$ cat config.mk
export PLATFORM = sky130hd
export DESIGN_NAME = fsm_step_driver
export DESIGN_NICKNAME = d
export VERILOG_FILES = /design/src/rtl/fsm_step_driver.sv
export SDC_FILE = /design/constraint.sdc
export NUM_CORES = 1
export LEC_CHECK = 0
export BUFFER_PORTS_ARGS = -buffer_cell sky130_fd_sc_hd__buf_2
export CAP_MARGIN = 20
export CORE_UTILIZATION = 45
export CTS_BUF_LIST = sky130_fd_sc_hd__clkbuf_4 sky130_fd_sc_hd__clkbuf_8
export DETAILED_ROUTE_END_ITERATION = 7
export HOLD_SLACK_MARGIN = 0.15
export PLACE_DENSITY = 0.75
export SYNTH_ARGS = -nofsm -noshare
export SYNTH_HDL_FRONTEND = slang
export SYNTH_SLANG_ARGS = --single-unit
$ cat constraint.sdc
create_clock -name clk -period 3.9 [get_ports clk]
set_input_delay 0.195 -clock clk [delete_from_list [all_inputs] [get_ports clk]]
set_output_delay 0.195 -clock clk [all_outputs]
set_load 0.005 [all_outputs]
$ cat src/rtl/fsm_step_driver.sv
// Initiator for the four-state stepping FSM: issues one-hot step requests phase by
// phase, checks the returned one-hot status, and counts full laps to completion.
module fsm_step_driver #(
  parameter int unsigned TIMEOUT = 8,
  parameter int unsigned LAPS_W  = 8
) (
  input  logic              clk,
  input  logic              reset,
  input  logic              start,
  input  logic [LAPS_W-1:0] laps,
  output logic [3:0]        step_req,
  input  logic [3:0]        state_status,
  output logic              busy,
  output logic              done,
  output logic              error,
  output logic [1:0]        err_code,
  output logic [LAPS_W-1:0] lap_count
);

  localparam int unsigned CNT_W     = 8;
  localparam logic [CNT_W-1:0] WAIT_LAST = CNT_W'(TIMEOUT - 1);

  localparam logic [1:0] ERR_TIMEOUT = 2'd1;
  localparam logic [1:0] ERR_ILLEGAL = 2'd2;
  localparam logic [1:0] ERR_NOINIT  = 2'd3;

  typedef enum logic [1:0] {
    IDLE  = 2'd0,
    ISSUE = 2'd1,
    WAIT  = 2'd2
  } state_t;

  state_t             state;
  logic [1:0]         ph;
  logic [CNT_W-1:0]   wait_cnt;
  logic [LAPS_W-1:0]  laps_q;

  logic [1:0]         ph_next;
  logic [3:0]         exp_status;
  logic [3:0]         cur_status;
  logic [LAPS_W-1:0]  lap_next;

  function automatic logic [3:0] onehot(input logic [1:0] p);
    return 4'b0001 << p;
  endfunction

  assign ph_next    = ph + 2'd1;
  assign exp_status = onehot(ph_next);
  assign cur_status = onehot(ph);
  assign lap_next   = lap_count + LAPS_W'(1);

  // step_req is loaded on entry to ISSUE so it is high exactly during the ISSUE cycle
  always_ff @(posedge clk) begin
    if (reset) begin
      state     <= IDLE;
      ph        <= 2'd0;
      wait_cnt  <= '0;
      laps_q    <= '0;
      step_req  <= 4'b0000;
      busy      <= 1'b0;
      done      <= 1'b0;
      error     <= 1'b0;
      err_code  <= 2'd0;
      lap_count <= '0;
    end else begin
      step_req <= 4'b0000;
      done     <= 1'b0;
      case (state)
        IDLE: begin
          if (start) begin
            if (state_status == 4'b0001) begin
              error     <= 1'b0;
              err_code  <= 2'd0;
              lap_count <= '0;
              laps_q    <= laps;
              ph        <= 2'd0;
              if (laps == '0) begin
                done <= 1'b1;
              end else begin
                state    <= ISSUE;
                busy     <= 1'b1;
                step_req <= 4'b0001;
              end
            end else begin
              error    <= 1'b1;
              err_code <= ERR_NOINIT;
            end
          end
        end

        ISSUE: begin
          wait_cnt <= '0;
          state    <= WAIT;
        end

        WAIT: begin
          if (state_status == exp_status) begin
            ph <= ph_next;
            if (ph_next == 2'd0 && lap_next == laps_q) begin
              lap_count <= lap_next;
              state     <= IDLE;
              busy      <= 1'b0;
              done      <= 1'b1;
            end else begin
              if (ph_next == 2'd0) lap_count <= lap_next;
              state    <= ISSUE;
              step_req <= exp_status;
            end
          end else if (state_status == cur_status) begin
            // FSM status still shows the old phase; it lags by design
            if (wait_cnt == WAIT_LAST) begin
              state    <= IDLE;
              busy     <= 1'b0;
              error    <= 1'b1;
              err_code <= ERR_TIMEOUT;
            end else begin
              wait_cnt <= wait_cnt + CNT_W'(1);
            end
          end else begin
            state    <= IDLE;
            busy     <= 1'b0;
            error    <= 1'b1;
            err_code <= ERR_ILLEGAL;
          end
        end

        default: state <= IDLE;
      endcase
    end
  end

endmodule

Word-level counts from Yosys, hierarchy flattened
Cells that the tools add are included.
{"block": "op_classes", "add_sub_neg": 3, "n_eq_ne": 18, "shifts": 2, "muxes": 54, "n_reduce_logical": 13}
{"op": "8-bit 2-to-1 mux", "n": 8}
{"op": "8-bit one-hot mux with 2 select lines", "n": 2}
{"op": "2-bit 2-to-1 mux", "n": 14}
{"op": "1-bit 2-to-1 mux", "n": 21}
{"op": "8-bit by 1-bit adder with 8-bit output, second input constant", "n": 2}
{"op": "4-bit AND reduction", "n": 4}
{"op": "2-bit != test, second input constant", "n": 7}
{"op": "3-bit != test, second input constant", "n": 3}
{"op": "4-bit == test", "n": 2}
{"op": "8-bit by 3-bit == test with 1-bit output, second input constant", "n": 1}
{"op": "8-bit == test", "n": 1}
{"op": "8-bit logical NOT", "n": 1}
{"op": "4-bit 2-to-1 mux", "n": 2}
{"op": "2-bit one-hot mux with 2 select lines", "n": 2}
{"op": "4-bit one-hot mux with 2 select lines", "n": 1}
{"op": "1-bit by 2-bit << shifter with 4-bit output, first input constant", "n": 2}
{"op": "1-bit one-hot mux with 2 select lines", "n": 3}
{"op": "2-bit one-hot mux with 3 select lines", "n": 1}
{"op": "6-bit AND reduction", "n": 1}
{"op": "5-bit AND reduction", "n": 1}
{"op": "4-bit by 1-bit == test with 1-bit output, second input constant", "n": 1}
{"op": "2-bit logical NOT", "n": 2}
{"op": "4-bit != test, second input constant", "n": 1}
{"op": "2-bit nonzero test", "n": 2}
{"op": "5 further kinds", "n": 5}
{"block": "word_totals", "regBits": 37, "in_bits": 15, "output_inout_bits": 17, "elab_cells": 100}

Depth between registers and ports, before layout
Gate-level depths: netlist (run 1).
{"block": "logic_depth", "depth_word": 6, "ltp_mapped": 8, "ltp_nobuf": 7}

Worst setup path after synthesis (run 1)
Ideal clock, no wire load.
{"block": "synth_timing", "path_type": "register to register", "startpoint": "reg ph[0]", "endpoint": "reg wait_cnt[4]", "setup_ns": 0.070, "t_arrival_ns": 2.139, "required_time_ns": 3.830, "setup_slack_ns": 1.691, "stages_incl_launch_ff": 9, "n_path_buf": 1, "period_less_slack_ns": 2.209, "path_cell_list": "dfxtp_1 inv_1 ha_1 xor2_1 nor3_1 a41oi_1 buf_4 or3_1 a21oi_1"}
{"block": "synth_between", "elab_chain_len": 5, "elab_cells_between_ends": 8, "cone_classes": "add/sub: 1; eq/ne: 4; shift: 2; reduce/logical: 1"}
{"item": "start, declared", "line_no": "34", "source": "logic [1:0] ph;"}
{"item": "start signal, assigned", "line_no": "98", "source": "ph <= ph_next;"}
{"item": "2-bit by 1-bit adder with 2-bit output", "line_no": "47", "source": "assign ph_next = ph + 2'd1;"}
{"item": "1-bit by 2-bit << shifter with 4-bit output", "line_no": "44", "source": "return 4'b0001 << p;"}
{"item": "4-bit == test", "line_no": "97", "source": "if (state_status == exp_status) begin"}
{"item": "2-bit != test (no source line)"}
{"item": "4-bit AND reduction (no source line) *"}
{"item": "end signal, assigned", "line_no": "117", "source": "wait_cnt <= wait_cnt + CNT_W'(1);"}
{"item": "end, declared", "line_no": "35", "source": "logic [CNT_W-1:0] wait_cnt;"}
Mark *: on every way between the ends. The rest lies on a longest branch, timed or not.
A chain may end at the register's enable or synchronous reset.

Worst setup path after layout (run 1)
{"block": "layout_timing", "startpoint": "reg ph[0]", "endpoint": "reg wait_cnt[5]"}
Same word-level chain as after synthesis.

==> flow_summary.rst, run 1 <==
.. list-table::
   :header-rows: 1

   * - Metric
     - Value
   * - Synthesized-area fraction occupied by ao, oa, aoi and oai cells
     - 18.40%
   * - Highest fanout seen on the critical path
     - 14
   * - Sink count of the clock tree
     - 37
   * - Total die area
     - 4963 µm²
   * - Critical Path RT
     - 4.14 ns
   * - Post-synth cell types
     - 49
   * - Share of synthesized cell area in full adder, half adder and majority cells
     - 5.341%
   * - Mapped Avg Cell Area
     - 8.536 µm²
   * - CTS buffer count
     - 5
   * - Worst path top cell family by delay
     - simple AND/OR/NAND/NOR gates
   * - Wire length of the first global-routing pass
     - 8017 µm
   * - # fillers
     - 416
   * - Slowest-stage cell, CP
     - sky130_fd_sc_hd__or4_1
   * - Wirelength per Cell
     - 14.35 µm
   * - M1 GR Usage
     - 27.21%
   * - Hold path endpoint
     - laps_q[1]$_SDFFE_PP0P_
   * - Most frequent cells in the layout
     - 37 x sky130_fd_sc_hd__dfxtp_1, 31 x sky130_fd_sc_hd__buf_2, 23 x sky130_fd_sc_hd__nor2_1, 18 x sky130_fd_sc_hd__a21oi_1
   * - Setup Crit Path Kind
     - flip-flop to flip-flop
   * - Proportion of layout cells with a drive suffix above 1
     - 17.09%
   * - Share of synthesized area spent on multiplexers
     - 5.223%
   * - Most common library cell in the layout ignoring fill and taps
     - sky130_fd_sc_hd__dfxtp_1
   * - DRC violation count after routing
     - 0
   * - Leakage power figure
     - 0.9434 nW
   * - Proportion of netlist area held by the largest area contributor
     - 35.13%
   * - Total wire length after detailed routing
     - 4691 µm
   * - Cell type with the highest aggregate area in the netlist
     - sky130_fd_sc_hd__dfxtp_1
   * - Dpl hpwl
     - 3310 µm
   * - Detailed Route Iter0 Violations
     - 78
   * - Gr ovfl total
     - 0
   * - Delay contributed by the slowest stage of the critical path
     - 0.63 ns
   * - Maximum buffer depth of the clock tree
     - 2
   * - Number of max-slew violations in the final report
     - 0
   * - RSZ-0062 raised after global routing
     - false
   * - Worst r2r dst
     - wait_cnt[5]$_SDFFE_PP0P_
   * - Largest net degree at the start of global routing
     - 31
   * - Number of maximum-capacitance violations
     - 0
   * - Pre-CTS setup slack
     - 1.125 ns
   * - Vias in the first global route
     - 1664
   * - Final RePlAce weighted congestion
     - 0.8655
   * - Final hold violation count
     - 0
   * - Actual slew at the worst max-slew pin
     - 0.9009 ns
   * - CTS root buffer
     - sky130_fd_sc_hd__clkbuf_8
   * - Antenna diode instance count
     - 0
   * - Number of antenna violations at the first check in global routing
     - 0
   * - Yosys warning count
     - 0
   * - Post-CTS setup-driven buffer insertion count
     - 0
   * - WHS Path Cells
     - 3
   * - Leading post-synthesis cells by cell area
     - sky130_fd_sc_hd__dfxtp_1 35%, sky130_fd_sc_hd__ha_1 5.3%, sky130_fd_sc_hd__mux2i_1 5.2%
   * - Die height
     - 70.45 µm
   * - Number of placement rows
     - 24
   * - Clock Pin Slew Worst Setup and Hold Paths
     - 0.08 ns
   * - Count of buffers inserted at the top-level ports
     - 31
   * - Post-synth net total
     - 271
   * - Rel. slew slack
     - 39.15%
   * - Pwr/cell area
     - 318.0 nW/µm²
   * - Post-synthesis share of cell area spent on xor and xnor gates
     - 6.231%
   * - TritonCTS clock tree
     - done
   * - Period Utilization, post-route
     - 72.33%
   * - Number of top-level design ports
     - 32
   * - Final ANT Viol Nets
     - 0
   * - Starting density of the core
     - 47.76%
   * - Post-synthesis simple-gate area fraction
     - 26.41%
   * - # resized after CTS
     - 0
   * - Critical R2R Launch
     - ph[0]$_SDFFE_PP0P_
   * - VDD IR max
     - 0.1116 mV
   * - Arr. time, crit path
     - 3.06 ns
   * - Fraction of the yosys area taken by sequential cells
     - 35.13%
   * - Run status
     - finished, final reports clean
   * - H-tree level count
     - 2
   * - Relative area change from synthesis to final layout
     - 14.07%
   * - Worst Setup Slack, final
     - 1.079 ns
   * - X dimension of the die
     - 70.45 µm
   * - Dominant combinational cell family by area after synthesis
     - simple AND/OR/NAND/NOR gates
   * - Ordered cell list for the critical path
     - inv_1 -> ha_1 -> xor2_1 -> nor3_1 -> a41oi_1 -> or4_1 -> a21oi_1
   * - Post-Route Skew
     - 0.01368 ns
   * - Setup violators final
     - 0
   * - Pre-Repair DR Iteration Count
     - 4
   * - Kind of end point of the critical path
     - flip-flop
   * - Worst reg-to-reg path cell count
     - 7
   * - Cell area after technology mapping
     - 2108 µm²
   * - Register bit count reported by yosys
     - 37
   * - Total GRT Usage
     - 20.28%
   * - Fmax achieved
     - 0.3545 GHz
   * - Vias after detailed routing
     - 1910
   * - Worst hold-check path type
     - primary input to flip-flop
   * - Number of synthesized flops with an enable pin
     - 0
   * - GRT Max-Usage Layer
     - met2
   * - Synthesized instance count
     - 247
   * - Met3 layer usage reported by global route
     - 5.051%
   * - Sum of negative setup slack
     - 0 ns
   * - CP startpoint kind
     - flip-flop
   * - Worst-Skew Late Latency
     - 0.30 ns
   * - Startpoint of the worst hold path
     - laps[1]
   * - Post-synthesis async set-or-reset flop share
     - 0%
   * - Core ar.
     - 4414 µm²
   * - Worst setup slack for register-to-register paths
     - 1.08 ns
   * - Global-route met2 utilization
     - 31.11%
   * - DR vias/cell
     - 5.841
   * - Buf+Inv Stages, Crit Path
     - 1
   * - Most used flip-flop cell after synthesis
     - sky130_fd_sc_hd__dfxtp_1
   * - Number of nets at the end of the flow
     - 298
   * - Final critical delay including setup and external delays
     - 2.821 ns
area by class of cell:
type / instances / area, µm² / share of cell area [%]
inverter: 4 / 15.01 / 0.6243
tap: 52 / 65.06 / 2.706
clock buffer: 5 / 68.82 / 2.862
multi-input combinational: 193 / 1299 / 54.01
timing repair buffer: 33 / 172.7 / 7.180
clock inverter: 3 / 43.79 / 1.821
sequential: 37 / 740.7 / 30.80
metal layers:
layer	vias up	wire length (µm)
li1	968	-
met2	34	2157
met3	7	195
met1	901	2263
met4	0	74
met5	-	0
worst max path at each step:
stage | startpoint | to | depth (start not counted)
after floorplan | ph[0]$_SDFFE_PP0P_ | wait_cnt[4]$_SDFFE_PP0P_ | 8
after global placement | ph[0]$_SDFFE_PP0P_ | wait_cnt[7]$_SDFFE_PP0P_ | 7
after detailed placement | ph[0]$_SDFFE_PP0P_ | wait_cnt[5]$_SDFFE_PP0P_ | 7
after CTS | ph[0]$_SDFFE_PP0P_ | wait_cnt[5]$_SDFFE_PP0P_ | 7
after global routing | ph[0]$_SDFFE_PP0P_ | wait_cnt[7]$_SDFFE_PP0P_ | 7
final | ph[0]$_SDFFE_PP0P_ | wait_cnt[5]$_SDFFE_PP0P_ | 7
timing repair:
item | 4_1_cts | 5_1_grt
setup endpoints to repair | 0 | 0
hold buffers | 1 | 0
endpoints found under the hold margin | 1 | 0
through the flow:
stage	instance area (µm²)	instances	total power, mW	hold WS (ns)	util, %
6_report	2405	327	0.7647	0.1531	54.48
5_1_grt	2405	327	0.7949	0.1506	54.48
4_1_cts	2405	327	0.7727	0.1516	54.48
3_5_place_dp	2282	318	0.4350	0.4477	51.70
3_3_place_gp	2282	318	0.4343	0.4406	51.70
2_1_floorplan	2108	247	0.4170	0.3389	-
registers in the layout, summed over array words and instances, names as in the netlist:
register,flops
busy,1
step_req,4
done,1
laps_q,8
error,1
state,2
ph,2
lap_count,8
wait_cnt,8
err_code,2
Yosys cell counts (all sizes together) (4+ instances only):
cell type	n
a21oi	18
nand4	5
xnor2	10
xor2	5
nand3	11
and4	4
nor3	4
clkbuf	10
and3	4
dfxtp	37
ha	9
nor2b	4
nor2	23
inv	4
or3	6
o21ai	12
nand2b	7
mux2i	11
or4	6
nand2	10
a311oi	5
worst min-delay path, stage by stage:
cell and delay, ns:
sky130_fd_sc_hd__buf_2 0.09, sky130_fd_sc_hd__mux2i_1 0.06, sky130_fd_sc_hd__nor2_1 0.07
cell families (layout without fill, tap and decap cells):
group / Yosys count / in the layout
compound gates: 60 / 60
xor+xnor: 15 / 15
fa+ha+maj: 9 / 9
buf+inv: 17 / 45
flops: 37 / 37
mux: 11 / 11
simple gates: 98 / 98
report_power, final:
| group | internal, mW | total (mW) | switching, mW |
|---|---|---|---|
| logic | 0.0188 | 0.0428 | 0.0240 |
| registers | 0.382 | 0.385 | 0.00282 |
| clock network | 0.192 | 0.337 | 0.146 |
Note: power is estimated with default switching activity, not from simulation.
==> run 2, diff against run 1 <==
--- a/config.mk
+++ b/config.mk
@@ -5,6 +5,7 @@
 export SDC_FILE = /design/constraint.sdc
 export NUM_CORES = 1
 export LEC_CHECK = 0
+export ABC_AREA = 1
 export BUFFER_PORTS_ARGS = -buffer_cell sky130_fd_sc_hd__buf_2
 export CAP_MARGIN = 20
 export CORE_UTILIZATION = 45
==> constraint.sdc (replaced) <==
create_clock -name clk -period 2.75 [get_ports clk]
set_input_delay 0.1375 -clock clk [delete_from_list [all_inputs] [get_ports clk]]
set_output_delay 0.1375 -clock clk [all_outputs]
set_load 0.005 [all_outputs]
==> flow_summary.rst, run 2 <==
.. list-table::
   :header-rows: 1

   * - Metric
     - Value
   * - Proportion of layout cells with a drive suffix above 1
     - 20.47% (+3.4 points)
   * - Sum of negative setup slack
     - 0 ns (unchanged)
   * - Share of total power in the clock network
     - 37.4% (-6.7 points)
   * - Final hold violation count
     - 0 (unchanged)
   * - Reg area
     - 740.7 µm² (unchanged)
   * - Post-synthesis async set-or-reset flop share
     - 0% (unchanged)
   * - RSZ-0062 raised after global routing
     - false
   * - Number of synthesized flops with an enable pin
     - 0 (unchanged)
   * - Arr. time, crit path
     - 2.25 ns (-0.81 ns)
   * - CP startpoint kind
     - flip-flop
   * - CTS root buffer
     - sky130_fd_sc_hd__clkbuf_8
   * - Area occupied by multi-input gates
     - 1265 µm² (-2.6%)
   * - Actual slew at the worst max-slew pin
     - 0.5950 ns (-0.3058 ns)
   * - TritonCTS clock tree
     - done
   * - Highest fanout seen on the critical path
     - 8 (-6)
   * - Post-synth cell types
     - 38 (-22%)
   * - Vias after detailed routing
     - 2075 (+8.6%)
   * - Worst reg-to-reg path cell count
     - 11 (+4)
   * - Leading post-synthesis cells by cell area
     - sky130_fd_sc_hd__dfxtp_1 34%, sky130_fd_sc_hd__nand2_1 11%, sky130_fd_sc_hd__nor2_1 6.1%
   * - Placed Cells incl. Taps
     - 380 (+19%)
   * - # resized after CTS
     - 0 (unchanged)
   * - Setup violators final
     - 0 (unchanged)
   * - Clock Pin Slew Worst Setup and Hold Paths
     - 0.07 ns (about the same)
   * - Worst r2r dst
     - lap_count[6]$_SDFFE_PP0P_
   * - Period Utilization, post-route
     - 75.64% (+3.3 points)
   * - Switching Fraction
     - 24.10% (+1.5 points)
   * - Total GRT Usage
     - 20.63% (+0.35 points)
   * - GRT Max-Usage Layer
     - met2
   * - Die height
     - 71.26 µm (+1.1%)
   * - # fillers
     - 426 (+2.4%)
   * - Run status
     - complete, but fails checks
   * - Gr ovfl total
     - 0 (unchanged)
   * - Number of placement rows
     - 24 (unchanged)
   * - WHS Path Cells
     - 3 (unchanged)
   * - Total wire length after detailed routing
     - 4851 µm (+3.4%)
   * - Cell with the most instances after synthesis
     - sky130_fd_sc_hd__nand2_1
   * - Biggest regs
     - lap_count x8, laps_q x8, wait_cnt x8
   * - Worst setup slack for register-to-register paths
     - 0.67 ns (-0.41 ns)
   * - Worst-Skew Late Latency
     - 0.29 ns (about the same)
   * - Number of max-slew violations in the final report
     - 0 (unchanged)
   * - Post-Route Skew
     - 0.007602 ns (-0.006073 ns)
   * - Antenna diode instance count
     - 0 (unchanged)
   * - DRC violation count after routing
     - 1 (+1)
   * - Largest net degree at the start of global routing
     - 24 (-23%)
   * - Hold path endpoint
     - laps_q[1]$_SDFFE_PP0P_
   * - Critical R2R Launch
     - ph[0]$_SDFFE_PP0P_
   * - Cell area after technology mapping
     - 2158 µm² (+2.4%)
   * - Register bit count reported by yosys
     - 37 (unchanged)
   * - Most common library cell in the layout ignoring fill and taps
     - sky130_fd_sc_hd__nand2_1
   * - Vias in the first global route
     - 1851 (+11%)
   * - Startpoint of the worst hold path
     - laps[1]
   * - Total die area
     - 5077 µm² (+2.3%)
   * - Leakage power figure
     - 1.028 nW (+9.0%)
   * - Number of maximum-capacitance violations
     - 0 (unchanged)
   * - Final Power
     - 998.9 µW (+31%)
   * - Pre-Repair DR Iteration Count
     - 6 (+2)
   * - Number of antenna violations at the first check in global routing
     - 0 (unchanged)
   * - Maximum buffer depth of the clock tree
     - 2 (unchanged)
   * - Fmax achieved
     - 0.4807 GHz (+36%)
   * - Kind of end point of the critical path
     - flip-flop
   * - Final critical delay including setup and external delays
     - 2.080 ns (-0.7408 ns)
   * - DR vias/cell
     - 5.334 (-8.7%)
   * - Global-route met2 utilization
     - 34.50% (+3.4 points)
   * - Net switching component of the power
     - 240.7 µW (+39%)
   * - Internal power
     - 758.2 µW (+28%)
   * - Worst Setup Slack, final
     - 0.6698 ns (-0.4092 ns)
   * - Wire length of the first global-routing pass
     - 8266 µm (+3.1%)
   * - Relative area change from synthesis to final layout
     - 13.97% (about the same)
   * - Detailed Route Iter0 Violations
     - 95 (+22%)
   * - Top post-synthesis cells by count
     - 66 x sky130_fd_sc_hd__nand2_1, 37 x sky130_fd_sc_hd__dfxtp_1, 35 x sky130_fd_sc_hd__nor2_1
   * - Sequential power share
     - 54.7% (+4.4 points)
   * - Final RePlAce weighted congestion
     - 0.8343 (-3.6%)
   * - Cell type with the highest aggregate area in the netlist
     - sky130_fd_sc_hd__dfxtp_1
   * - Fraction of the yosys area taken by sequential cells
     - 34.32% (-0.81 points)
   * - Hold slack final
     - 0.1640 ns (+0.01090 ns)
   * - CTS buffer count
     - 5 (unchanged)
   * - Proportion of netlist area held by the largest area contributor
     - 34.32% (-0.81 points)
   * - Pwr/cell area
     - 406.1 nW/µm² (+28%)
   * - Count of buffers inserted at the top-level ports
     - 31 (unchanged)
   * - Proportion of power drawn by combinational gates
     - 7.9% (+2.3 points)
   * - Core ar.
     - 4474 µm² (+1.4%)
   * - VDD IR max
     - 0.2785 mV (+150%)
   * - Violations in the final reports
     - DRC
   * - Met3 layer usage reported by global route
     - 4.923% (-0.13 points)
   * - M1 GR Usage
     - 25.81% (-1.4 points)
   * - Number of nets at the end of the flow
     - 360 (+21%)
   * - Most used flip-flop cell after synthesis
     - sky130_fd_sc_hd__dfxtp_1
   * - H-tree level count
     - 2 (unchanged)
   * - Synthesized instance count
     - 301 (+22%)
   * - Rel. slew slack
     - 59.97% (+21 points)
   * - Sink count of the clock tree
     - 37 (unchanged)
   * - Starting density of the core
     - 48.24% (+0.48 points)
   * - Worst hold-check path type
     - primary input to flip-flop
   * - Yosys warning count
     - 0 (unchanged)
   * - Setup Crit Path Kind
     - flip-flop to flip-flop
   * - Critical Path RT
     - 2.92 ns (-1.22 ns)
   * - Layout Cells excl Fill
     - 389 (+19%)
   * - Pre-CTS setup slack
     - 0.7181 ns (-0.4070 ns)
   * - X dimension of the die
     - 71.26 µm (+1.1%)
   * - Dpl hpwl
     - 3594 µm (+8.6%)
   * - Wirelength per Cell
     - 12.47 µm (-13%)
   * - Post-synth net total
     - 325 (+20%)
   * - Most frequent cells in the layout
     - 66 x sky130_fd_sc_hd__nand2_1, 37 x sky130_fd_sc_hd__dfxtp_1, 35 x sky130_fd_sc_hd__nor2_1, 31 x sky130_fd_sc_hd__buf_2, 28 x sky130_fd_sc_hd__inv_1
   * - Number of top-level design ports
     - 32 (unchanged)
   * - Final ANT Viol Nets
     - 0 (unchanged)
   * - Mapped Avg Cell Area
     - 7.170 µm² (-16%)
-- run 2: through the flow --
step           area, µm²  utilization [%]
4_1_cts             2460            54.98
2_1_floorplan       2158                -
3_3_place_gp        2364            52.82
6_report            2460            54.98
5_1_grt             2460            54.98
3_5_place_dp        2364            52.82
-- run 2: cell families after synthesis --
kind of cell	synth area share (%)
compound gates	15.59
flops	34.32
fa+ha+maj	5.217
buf+inv	7.073
simple gates	32.93
xor+xnor	4.870
-- run 2: power by group through the flow --
| stage | Sequential, mW | Combinational [mW] | Clock, mW |
|---|---|---|---|
| 6_report | 0.546 | 0.0787 | 0.374 |
| 3_3_place_gp | 0.558 | 0.0754 | 0 |
| 4_1_cts | 0.546 | 0.0778 | 0.386 |
| 2_1_floorplan | 0.558 | 0.0475 | 0 |
| 5_1_grt | 0.547 | 0.0879 | 0.412 |
| 3_5_place_dp | 0.559 | 0.0762 | 0 |
-- run 2: timing repair --
item | 4_1_cts | 5_1_grt
hold endpoints to repair | 1 | 0
setup buffers | 0 | 0
hold buffers | 1 | 0
-- run 2: per-layer routing --
metal  wire, µm  vias up
met3        228        7
met2       2269       49
met4         60        0
met1       2292      962
li1           -     1057
met5          0        -
-- run 2: critical path, stage by stage (launching register included) --
cell,delay [ns]
sky130_fd_sc_hd__dfxtp_1,0.39
sky130_fd_sc_hd__inv_1,0.13
sky130_fd_sc_hd__ha_1,0.26
sky130_fd_sc_hd__xor2_1,0.17
sky130_fd_sc_hd__nor2_1,0.18
sky130_fd_sc_hd__nand2_4,0.09
sky130_fd_sc_hd__inv_2,0.09
sky130_fd_sc_hd__nand2_4,0.10
sky130_fd_sc_hd__nand2_2,0.12
sky130_fd_sc_hd__o21ai_2,0.16
sky130_fd_sc_hd__a32oi_1,0.21
sky130_fd_sc_hd__nor2_1,0.06
-- run 2: area by class of cell --
class,count,area share [%]
Multi-Input combinational cell,224,51.42
Sequential cell,37,30.11
Timing Repair Buffer,32,6.714
Inverter,36,5.595
Clock buffer,6,3.103
Tap cell,52,2.645
Clock inverter,2,0.4069
-- run 2: worst max-delay path by stage --
stage                              startpoint                        end  slack [ns]  cells after the start
floorplan                  ph[0]$_SDFFE_PP0P_  lap_count[5]$_SDFFE_PP0P_        0.97                     11
global placement           ph[0]$_SDFFE_PP0P_  lap_count[7]$_SDFFE_PP0P_        0.78                     11
detailed placement         ph[0]$_SDFFE_PP0P_  lap_count[6]$_SDFFE_PP0P_        0.72                     11
CTS                        ph[0]$_SDFFE_PP0P_  lap_count[4]$_SDFFE_PP0P_        0.70                     11
global route        lap_count[0]$_SDFFE_PP0P_          busy$_SDFFE_PP0P_        0.53                     14
finish                     ph[0]$_SDFFE_PP0P_  lap_count[6]$_SDFFE_PP0P_        0.67                     11
